[config.mk]
export PLATFORM = sky130hd
export DESIGN_NAME = ahb_bus_arbiter_flat
export DESIGN_NICKNAME = d
export VERILOG_FILES = /design/src/rtl/ahb_bus_arbiter_if.sv /design/src/rtl/ahb_bus_arbiter.sv /design/src/flat_wrapper.sv
export SDC_FILE = /design/constraint.sdc
export NUM_CORES = 1
export LEC_CHECK = 0
export ABC_AREA = 0
export CAP_MARGIN = 5
export CORE_ASPECT_RATIO = 1.4
export CORE_UTILIZATION = 30
export DETAILED_ROUTE_END_ITERATION = 10
export DONT_BUFFER_PORTS = 1
export GPL_ROUTABILITY_DRIVEN = 0
export PLACE_DENSITY = 0.53
export SYNTH_ARGS = -nofsm -noshare
export SYNTH_HDL_FRONTEND = slang
export SYNTH_SLANG_ARGS = --single-unit
export TNS_END_PERCENT = 50
[constraint.sdc]
create_clock -name hclk -period 4.99 [get_ports hclk]
set_input_delay 0.7485 -clock hclk [delete_from_list [all_inputs] [get_ports hclk]]
set_output_delay 0.7485 -clock hclk [all_outputs]
set_load 0.03 [all_outputs]
[src/rtl/ahb_bus_arbiter_if.sv]
// Bus-side signals of the AHB arbiter, grouped for the master agents (master)
// and the arbiter itself (slave). FSM state and beat count are exported for checkers.
interface ahb_bus_arbiter_if #(
    parameter int NUM_MASTERS = 4
);
    localparam int MW = (NUM_MASTERS > 1) ? $clog2(NUM_MASTERS) : 1;

    logic [NUM_MASTERS-1:0] hbusreq;
    logic [NUM_MASTERS-1:0] hlock;
    logic [1:0]             htrans;
    logic [2:0]             hburst;
    logic                   hready;
    logic [NUM_MASTERS-1:0] hgrant;
    logic [MW-1:0]          hmaster;
    logic [MW-1:0]          hmaster_data;
    logic                   hmastlock;
    logic [1:0]             dbg_state;
    logic [3:0]             dbg_beat_cnt;

    modport slave (
        input  hbusreq, hlock, htrans, hburst, hready,
        output hgrant, hmaster, hmaster_data, hmastlock, dbg_state, dbg_beat_cnt
    );

    modport master (
        output hbusreq, hlock, htrans, hburst, hready,
        input  hgrant, hmaster, hmaster_data, hmastlock, dbg_state, dbg_beat_cnt
    );
endinterface

[src/rtl/ahb_bus_arbiter.sv]
// Round-robin AHB bus arbiter with default master, fixed-burst protection and
// locked-transfer support. Ownership only moves on an accepted beat (hready=1).
module ahb_bus_arbiter #(
    parameter int NUM_MASTERS    = 4,
    parameter int DEFAULT_MASTER = 0
) (
    input  logic              hclk,
    input  logic              hrst,
    ahb_bus_arbiter_if.slave  bus
);
    localparam int MW = (NUM_MASTERS > 1) ? $clog2(NUM_MASTERS) : 1;

    localparam logic [1:0] TR_IDLE   = 2'b00;
    localparam logic [1:0] TR_BUSY   = 2'b01;
    localparam logic [1:0] TR_NONSEQ = 2'b10;
    localparam logic [1:0] TR_SEQ    = 2'b11;
    localparam logic [2:0] BU_INCR   = 3'b001;

    localparam logic [MW-1:0]          DEF_IDX   = MW'(DEFAULT_MASTER);
    localparam logic [NUM_MASTERS-1:0] DEF_GRANT = NUM_MASTERS'(1) << DEFAULT_MASTER;

    typedef enum logic [1:0] {
        ST_ARB    = 2'd0,
        ST_BURST  = 2'd1,
        ST_LOCKED = 2'd2
    } state_t;

    state_t                 state_q, state_d;
    logic [3:0]             beat_cnt_q, beat_cnt_d;
    logic [MW-1:0]          hmaster_q, hmaster_d;
    logic [MW-1:0]          hmaster_data_q, hmaster_data_d;
    logic                   hmastlock_q, hmastlock_d;
    logic [NUM_MASTERS-1:0] hgrant_q, hgrant_d;

    logic          accept;
    logic          is_fixed;
    logic [3:0]    burst_last;
    logic          cur_lock;
    logic          keep_owner;
    logic          handover;
    logic          rr_found;
    logic [MW-1:0] rr_owner;
    logic [MW-1:0] rr_idx;

    always_comb begin
        accept   = bus.hready;
        is_fixed = (bus.hburst[2:1] != 2'b00);
        case (bus.hburst[2:1])
            2'b01:   burst_last = 4'd3;
            2'b10:   burst_last = 4'd7;
            2'b11:   burst_last = 4'd15;
            default: burst_last = 4'd0;
        endcase
        cur_lock   = bus.hlock[hmaster_q];
        keep_owner = bus.hbusreq[hmaster_q] && (bus.hburst == BU_INCR) &&
                     ((bus.htrans == TR_NONSEQ) || (bus.htrans == TR_SEQ));

        // Scan hmaster+1 upwards with wrap; the current owner is tried last.
        rr_found = 1'b0;
        rr_owner = DEF_IDX;
        rr_idx   = '0;
        for (int i = 1; i <= NUM_MASTERS; i++) begin
            rr_idx = MW'((int'(hmaster_q) + i) % NUM_MASTERS);
            if (!rr_found && bus.hbusreq[rr_idx]) begin
                rr_found = 1'b1;
                rr_owner = rr_idx;
            end
        end

        state_d    = state_q;
        beat_cnt_d = beat_cnt_q;
        if (accept) begin
            case (state_q)
                ST_ARB: begin
                    if (bus.htrans == TR_NONSEQ && cur_lock) begin
                        state_d    = ST_LOCKED;
                        beat_cnt_d = is_fixed ? burst_last : 4'd0;
                    end else if (bus.htrans == TR_NONSEQ && is_fixed) begin
                        state_d    = ST_BURST;
                        beat_cnt_d = burst_last;
                    end else begin
                        beat_cnt_d = 4'd0;
                    end
                end
                ST_BURST: begin
                    case (bus.htrans)
                        TR_SEQ: begin
                            if (beat_cnt_q <= 4'd1) begin
                                state_d    = ST_ARB;
                                beat_cnt_d = 4'd0;
                            end else begin
                                beat_cnt_d = beat_cnt_q - 4'd1;
                            end
                        end
                        TR_BUSY: ;
                        default: begin
                            state_d    = ST_ARB;
                            beat_cnt_d = 4'd0;
                        end
                    endcase
                end
                ST_LOCKED: begin
                    // Release only between bursts, once the master drops hlock.
                    if (!cur_lock && beat_cnt_q == 4'd0 && bus.htrans != TR_BUSY) begin
                        state_d    = ST_ARB;
                        beat_cnt_d = 4'd0;
                    end else begin
                        case (bus.htrans)
                            TR_SEQ:    beat_cnt_d = (beat_cnt_q != 4'd0) ? beat_cnt_q - 4'd1 : 4'd0;
                            TR_NONSEQ: beat_cnt_d = is_fixed ? burst_last : 4'd0;
                            TR_IDLE:   beat_cnt_d = 4'd0;
                            default:   beat_cnt_d = beat_cnt_q;
                        endcase
                    end
                end
                default: begin
                    state_d    = ST_ARB;
                    beat_cnt_d = 4'd0;
                end
            endcase
        end

        hmastlock_d = accept ? (state_d == ST_LOCKED) : hmastlock_q;
        handover    = accept && (state_d == ST_ARB) && !hmastlock_d;

        hmaster_d = hmaster_q;
        if (handover) begin
            hmaster_d = keep_owner ? hmaster_q : rr_owner;
        end
        hgrant_d       = NUM_MASTERS'(1) << hmaster_d;
        hmaster_data_d = accept ? hmaster_q : hmaster_data_q;
    end

    always_ff @(posedge hclk or posedge hrst) begin
        if (hrst) begin
            state_q        <= ST_ARB;
            beat_cnt_q     <= 4'd0;
            hmaster_q      <= DEF_IDX;
            hmaster_data_q <= DEF_IDX;
            hmastlock_q    <= 1'b0;
            hgrant_q       <= DEF_GRANT;
        end else begin
            state_q        <= state_d;
            beat_cnt_q     <= beat_cnt_d;
            hmaster_q      <= hmaster_d;
            hmaster_data_q <= hmaster_data_d;
            hmastlock_q    <= hmastlock_d;
            hgrant_q       <= hgrant_d;
        end
    end

    assign bus.hgrant       = hgrant_q;
    assign bus.hmaster      = hmaster_q;
    assign bus.hmaster_data = hmaster_data_q;
    assign bus.hmastlock    = hmastlock_q;
    assign bus.dbg_state    = state_q;
    assign bus.dbg_beat_cnt = beat_cnt_q;
endmodule

[src/flat_wrapper.sv]
// flat-port wrapper written by rule: the top's interface ports become plain ports
module ahb_bus_arbiter_flat 
#(
    parameter int NUM_MASTERS    = 4,
    parameter int DEFAULT_MASTER = 0
)
  (hclk, hrst, bus_hbusreq, bus_hlock, bus_htrans, bus_hburst, bus_hready, bus_hgrant, bus_hmaster, bus_hmaster_data, bus_hmastlock, bus_dbg_state, bus_dbg_beat_cnt);
  ahb_bus_arbiter_if #(.NUM_MASTERS(NUM_MASTERS)) bus_i ();
  input  logic hclk;
  input  logic hrst;
  input wire logic [$bits(bus_i.hbusreq)-1:0] bus_hbusreq;
  input wire logic [$bits(bus_i.hlock)-1:0] bus_hlock;
  input wire logic [$bits(bus_i.htrans)-1:0] bus_htrans;
  input wire logic [$bits(bus_i.hburst)-1:0] bus_hburst;
  input wire logic [$bits(bus_i.hready)-1:0] bus_hready;
  output wire logic [$bits(bus_i.hgrant)-1:0] bus_hgrant;
  output wire logic [$bits(bus_i.hmaster)-1:0] bus_hmaster;
  output wire logic [$bits(bus_i.hmaster_data)-1:0] bus_hmaster_data;
  output wire logic [$bits(bus_i.hmastlock)-1:0] bus_hmastlock;
  output wire logic [$bits(bus_i.dbg_state)-1:0] bus_dbg_state;
  output wire logic [$bits(bus_i.dbg_beat_cnt)-1:0] bus_dbg_beat_cnt;
  assign bus_i.hbusreq = bus_hbusreq;
  assign bus_i.hlock = bus_hlock;
  assign bus_i.htrans = bus_htrans;
  assign bus_i.hburst = bus_hburst;
  assign bus_i.hready = bus_hready;
  assign bus_hgrant = bus_i.hgrant;
  assign bus_hmaster = bus_i.hmaster;
  assign bus_hmaster_data = bus_i.hmaster_data;
  assign bus_hmastlock = bus_i.hmastlock;
  assign bus_dbg_state = bus_i.dbg_state;
  assign bus_dbg_beat_cnt = bus_i.dbg_beat_cnt;
  ahb_bus_arbiter #(.NUM_MASTERS(NUM_MASTERS), .DEFAULT_MASTER(DEFAULT_MASTER)) u_core (.hclk(hclk), .hrst(hrst), .bus(bus_i));
endmodule
# Yosys cells after proc, flatten, opt, wreduce, memory -nomap -nowiden
# Index checks and enable logic that the tools add are counted.
# totals
register_bits,15
output_inout_bits,15
word_cells,94
# op_classes
addsub,5
magnitude_cmp,6
eq_ne,13
reduce_logical,24
shifts,1
n_mux,39
# ops
operator,count
4-bit one-hot mux with 3 select lines,3
4-bit two-way mux,6
2-bit two-way mux,11
2-bit by 3-bit less-than comparator with 1-bit output (second input constant),5
1-bit binary-select mux with 2-bit select,6
2-bit == test (second input constant),6
1-bit logical AND,11
1-bit two-way mux,10
4-bit one-hot mux with 2 select lines,1
2-bit by 1-bit == test with 1-bit output (second input constant),3
2-bit zero test,3
2-bit one-hot mux with 3 select lines,1
1-bit zero test,5
5-bit by 1-bit != test with 1-bit output (second input constant),1
2-bit by 1-bit adder with 2-bit output (second input constant),2
2-bit adder (second input constant),2
4-bit by 1-bit <= comparator with 1-bit output (second input constant),1
4-bit zero test,1
2-bit one-hot mux with 2 select lines,1
4-bit nonzero test,1
1-bit by 2-bit left shift with 4-bit output (first input constant),1
4-bit by 1-bit subtractor with 4-bit output (second input constant),1
3-bit by 1-bit == test with 1-bit output (second input constant),1
3-bit AND reduction,1
4 further kinds,4

# Longest topological paths before layout
# depth
word_depth,16
depth_mapped,8
mapped_depth_nobuf,8

# Least setup slack after synthesis
# No wires, ideal clock.
# synth_path
path_kind,input to register
from,in bus_hlock[3]
to,"reg u_core.hgrant_q[3], in the netlist u_core.bus.hgrant[3]"
t_required_ps,4871
n_path_buf,0
stages,6
path_slack_ps,2633
t_arrival_ps,2238
cell_sequence,mux4_2 > and4bb_1 > o21a_4 > nand4_4 > mux2_4 > and2_1
# synth_between
elab_chain_cells,14
# synth_rtl
element,line,rtl
from (decl),flat_wrapper.sv:12,input wire logic [$bits(bus_i.hlock)-1:0] bus_hlock;
1-bit binary-select mux with 2-bit select (*),ahb_bus_arbiter.sv:54,cur_lock = bus.hlock[hmaster_q];
1-bit two-way mux (not written as such) (*),ahb_bus_arbiter.sv:54,
1-bit zero test,ahb_bus_arbiter.sv:104,if (!cur_lock && beat_cnt_q == 4'd0 && bus.htrans != TR_BUSY) begin
1-bit logical AND (2 in series),ahb_bus_arbiter.sv:104,
2-bit two-way mux,ahb_bus_arbiter.sv:104,
2-bit one-hot mux with 3 select lines (*),ahb_bus_arbiter.sv:73,case (state_q)
2-bit two-way mux (*),ahb_bus_arbiter.sv:72,if (accept) begin
2-bit == test,ahb_bus_arbiter.sv:123,hmastlock_d = accept ? (state_d == ST_LOCKED) : hmastlock_q;
1-bit two-way mux,ahb_bus_arbiter.sv:123,
1-bit zero test,ahb_bus_arbiter.sv:124,handover = accept && (state_d == ST_ARB) && !hmastlock_d;
1-bit logical AND (*),ahb_bus_arbiter.sv:124,
2-bit two-way mux (*),ahb_bus_arbiter.sv:127,if (handover) begin
via u_core.hmaster_d[1],ahb_bus_arbiter.sv:30,"logic [MW-1:0] hmaster_q, hmaster_d;"
1-bit by 2-bit left shift with 4-bit output (*),ahb_bus_arbiter.sv:130,hgrant_d = NUM_MASTERS'(1) << hmaster_d;
via u_core.hgrant_d[3],ahb_bus_arbiter.sv:33,"logic [NUM_MASTERS-1:0] hgrant_q, hgrant_d;"
to (signal assigned),ahb_bus_arbiter.sv:148,hgrant_q <= hgrant_d;
to (decl),ahb_bus_arbiter.sv:33,
# The timed path passes the listed nets; every way through them passes the cells marked *. The select of a mux whose other input is x is not followed.
# A chain may end at the register's enable or synchronous reset.

# Worst setup path after layout
# layout_path
from,"reg u_core.hmaster_q[0], in the netlist u_core.bus.hmaster[0]"
to,"reg u_core.hgrant_q[3], in the netlist u_core.bus.hgrant[3]"
# layout_between
elab_chain_cells,16
# layout_rtl
element,line,rtl
from (decl),ahb_bus_arbiter.sv:30,
from (signal assigned),ahb_bus_arbiter.sv:145,hmaster_q <= hmaster_d;
2-bit by 1-bit adder with 2-bit output,ahb_bus_arbiter.sv:63,rr_idx = MW'((int'(hmaster_q) + i) % NUM_MASTERS);
1-bit binary-select mux with 2-bit select,ahb_bus_arbiter.sv:64,if (!rr_found && bus.hbusreq[rr_idx]) begin
1-bit two-way mux (not written as such),ahb_bus_arbiter.sv:64,
1-bit two-way mux,ahb_bus_arbiter.sv:64,
1-bit zero test,ahb_bus_arbiter.sv:64,
1-bit logical AND,ahb_bus_arbiter.sv:64,
1-bit two-way mux,ahb_bus_arbiter.sv:64,
1-bit zero test,ahb_bus_arbiter.sv:64,
(+2 left out),n/a,
1-bit zero test,ahb_bus_arbiter.sv:64,
1-bit logical AND,ahb_bus_arbiter.sv:64,
2-bit two-way mux,ahb_bus_arbiter.sv:64,
2-bit two-way mux,ahb_bus_arbiter.sv:128,hmaster_d = keep_owner ? hmaster_q : rr_owner;
2-bit two-way mux (*),ahb_bus_arbiter.sv:127,
via u_core.hmaster_d[1],ahb_bus_arbiter.sv:30,
1-bit by 2-bit left shift with 4-bit output (*),ahb_bus_arbiter.sv:130,
via u_core.hgrant_d[3],ahb_bus_arbiter.sv:33,
# Marks and branches as above.

==> reports/qor.csv <==
stage,metric,value,unit
sta,min cycle time layout,2490,ps
clocking,htree depth,1,
detailed_routing,drt drc,0,
sta,worst-margin pin slew,669,ps
synth,sequential area share after synthesis,36.4,%
final_layout,share of cells above drive strength 1,15.7,%
worst_setup_path,worst-path cell chain,mux4_2 > and4bb_1 > o21a_4 > nand4_4 > mux2_4 > and2_1,
clocking,Worst-path clk slew,60,ps
worst_setup_path,cells on worst reg2reg path,6,
worst_setup_path,cell family with most CP delay,multiplexers,
detailed_routing,total number of vias,776,
worst_setup_path,crit-path max FO,10,
synth,Avg Inst Size Synth,9.57,um^2
power_and_ir_drop,Peak VDD IR,0.357,mV
global_route,first-pass GRT wire length,3.71,mm
final_layout,NumNets Final,128,
worst_setup_path,r2r setup slk,2500,ps
synth,Post-synth EDFFs,0,
floorplan,Initial Utilization,32.2,%
worst_setup_path,Worst EP required,5120,ps
flow_run,Max Cap Viol,0,
synth,Yosys cell types,43,
synth,synth warn,0,
clocking,CTS tree,yes,
final_layout,Finished Core Util,33.9,%
detailed_routing,antenna-violating nets left,0,
final_layout,Diodes inserted,0,
detailed_routing,DRT iter0 DRCs,8,
placed_design,dpl hpwl,1.82,mm
global_route,total track usage,13.5,%
clocking,"Hold-fix buffers, CTS",0,
worst_setup_path,crit start category,flip-flop,
power_and_ir_drop,Pwr Total,720,uW
power_and_ir_drop,leakage dissipation,0.450,nW
worst_setup_path,"Buf+Inv Stages, Crit Path",0,
synth,syn nets,127,
worst_setup_path,reg-to-reg critical path startpoint,u_core.bus.hmaster[0]$_DFF_PP0_,
clocking,Num CTS Buffers,3,
detailed_routing,Via density,5.28,
worst_setup_path,Critical Path AT,2630,ps
sta,Final period util,50.0,%
sta,Final Skew,4.96,ps
placed_design,number of port buffers,0,
final_layout,Layout Area Growth over Synthesis,5.45,%
floorplan,Core Box Area,0.00321,mm^2
floorplan,DIE AREA,0.00369,mm^2
synth,Seq cells post-synth,15,
synth,"Cell Area, Synth",0.00103,mm^2
sta,Final Hold Vio Count,0,
power_and_ir_drop,PD cells,661,mW/mm^2
floorplan,std cell rows,24,
sta,Finish-stage setup viols,0,
sta,fmax,401,MHz
detailed_routing,per-cell routed wire length,15.4,um
worst_setup_path,Worst path depth,6,
hold_path,Hold WC Path Type,input pin to asynchronous set/reset pin,
detailed_routing,DRT Pass-1 Iters,3,
clocking,CTS resizes,0,
global_route,largest net degree at the start of global routing,16,
synth,Post-Syn Instances,108,
worst_setup_path,WS Path Type,flip-flop to flip-flop,
worst_setup_path,element type at the critical path end,flip-flop,
clocking,maximum clock path buffer count,2,
worst_setup_path,worst flop-to-flop path endpoint,u_core.bus.hgrant[3]$_DFF_PP0_,
global_route,initial antenna violation count,0,
worst_setup_path,Worst path max stage delay,710,ps
synth,Main synth FF type,dfrtp_1,
clocking,Root Buffer,clkbuf_8,
sta,Slew Limit Fails,0,
floorplan,IO Count,31,
global_route,number of global-route vias before repair,784,
clocking,# clock sinks,15,
clocking,Setup Buffers After CTS,0,
sta,Final Worst Setup Slack,2500,ps
worst_setup_path,slowest cell on the critical path,dfrtp_1,
synth,asr flop ratio synth,100,%
sta,max_slew headroom,55.4,%
clocking,clk_lat worst skew,240,ps
detailed_routing,Routed WL,2.27,mm
sta,RSZ-0062 raised after global routing,no,
sta,post-route setup TNS,0,ps
placed_design,Place WS,2470,ps
floorplan,die width,51.6,um
global_route,Congestion Overflow GR,0,
floorplan,Die Ht,71.4,um
outcome,status,completed,
==> kinds of logic (layout without fill, tap and decap cells) <==
logic type	after synthesis	after routing	share of synthesized area [%]
simple gates	42	42	25.5
compound gates	30	30	19.0
flops	15	15	36.4
buf+inv	10	10	5.81
mux	7	7	8.72
fa+ha+maj	3	3	3.63
xor+xnor	1	1	0.848
==> layout make-up <==
| class | count | area, um^2 |
|---|---|---|
| multi-input cells | 83 | 597 |
| clock buffers | 4 | 45.0 |
| inverters | 6 | 22.5 |
| well taps | 39 | 48.8 |
| fillers | 337 | 2120 |
| flip-flops and latches | 15 | 377 |
==> routing by layer <==
layer / vias up / part of all wire [%] / global-route usage (%) / routed length (um)
met3: 2 / 6.5 / 5.94 / 148
met1: 362 / 40 / 14.6 / 909
li1: 387 / - / - / -
met4: 0 / 0.66 / 3.60 / 15
met5: - / 0 / 0 / 0
met2: 25 / 53 / 23.7 / 1200
==> worst max-delay path by stage <==
| stage | startpoint | to | slack [ps] |
|---|---|---|---|
| floorplan | bus_hlock[3] | u_core.bus.hgrant[3]$_DFF_PP0_ | 2630 |
| global route | u_core.bus.hmaster[0]$_DFF_PP0_ | u_core.bus.hgrant[3]$_DFF_PP0_ | 2380 |
| finish | u_core.bus.hmaster[0]$_DFF_PP0_ | u_core.bus.hgrant[3]$_DFF_PP0_ | 2500 |
| detailed placement | u_core.bus.hmaster[0]$_DFF_PP0_ | u_core.bus.hgrant[3]$_DFF_PP0_ | 2470 |
| CTS | u_core.bus.hmaster[0]$_DFF_PP0_ | u_core.bus.hgrant[3]$_DFF_PP0_ | 2480 |
| global placement | u_core.bus.hmaster[0]$_DFF_PP0_ | u_core.bus.hgrant[3]$_DFF_PP0_ | 2520 |
==> synth_stat cells, drive strengths merged, types with 3 or more instances <==
library cell,number,area share [%]
inv,6,2.2
a21oi,8,3.9
nand2,3,1.1
dfrtp,14,34
o21ai,10,4.8
nor3,3,1.5
ha,3,3.6
nor2b,3,1.8
nor2,12,4.4
a22o,4,3.5
mux2,3,3.6
buf,3,3.3
mux2i,3,2.9
and2b,3,2.4
==> power breakdown <==
group          internal [mW]  total (mW)  switching, mW
logic                  0.138       0.257          0.119
registers              0.177       0.366          0.190
clock network         0.0565      0.0971         0.0406
total                  0.371       0.720          0.349
==> stage by stage <==
| stage | cell area [um^2] | cells | hold WS [ps] |
|---|---|---|---|
| 3_5_place_dp | 1040 | 143 | 708 |
| 4_1_cts | 1090 | 147 | 466 |
| 5_1_grt | 1090 | 147 | 492 |
| 2_1_floorplan | 1030 | 108 | 649 |
| 3_3_place_gp | 1040 | 143 | 722 |
| 6_report | 1090 | 147 | 442 |
==> flip-flops by register name, summed over array words and instances, names as in the netlist <==
name	count
u_core.bus.hmaster	2
u_core.bus.dbg_state	2
u_core.bus.dbg_beat_cnt	4
u_core.bus.hgrant	4
u_core.bus.hmaster_data	2
u_core.bus.hmastlock	1
==> cells in the final DEF (no fill, tap or decap), types with 2 or more instances in the layout <==
cell,instances
nand3b_1,2
inv_1,6
nand2_1,3
nor2_1,12
o21ai_0,10
mux2i_1,3
a21oi_1,8
clkbuf_8,3
a31oi_1,2
nor3b_1,2
and2b_2,2
dfrtp_1,14
ha_1,3
a22o_1,3
nor3_1,3
mux2_2,2
nand2b_1,2
nor2b_1,3
No activity file was read; power rests on OpenSTA's default activity.
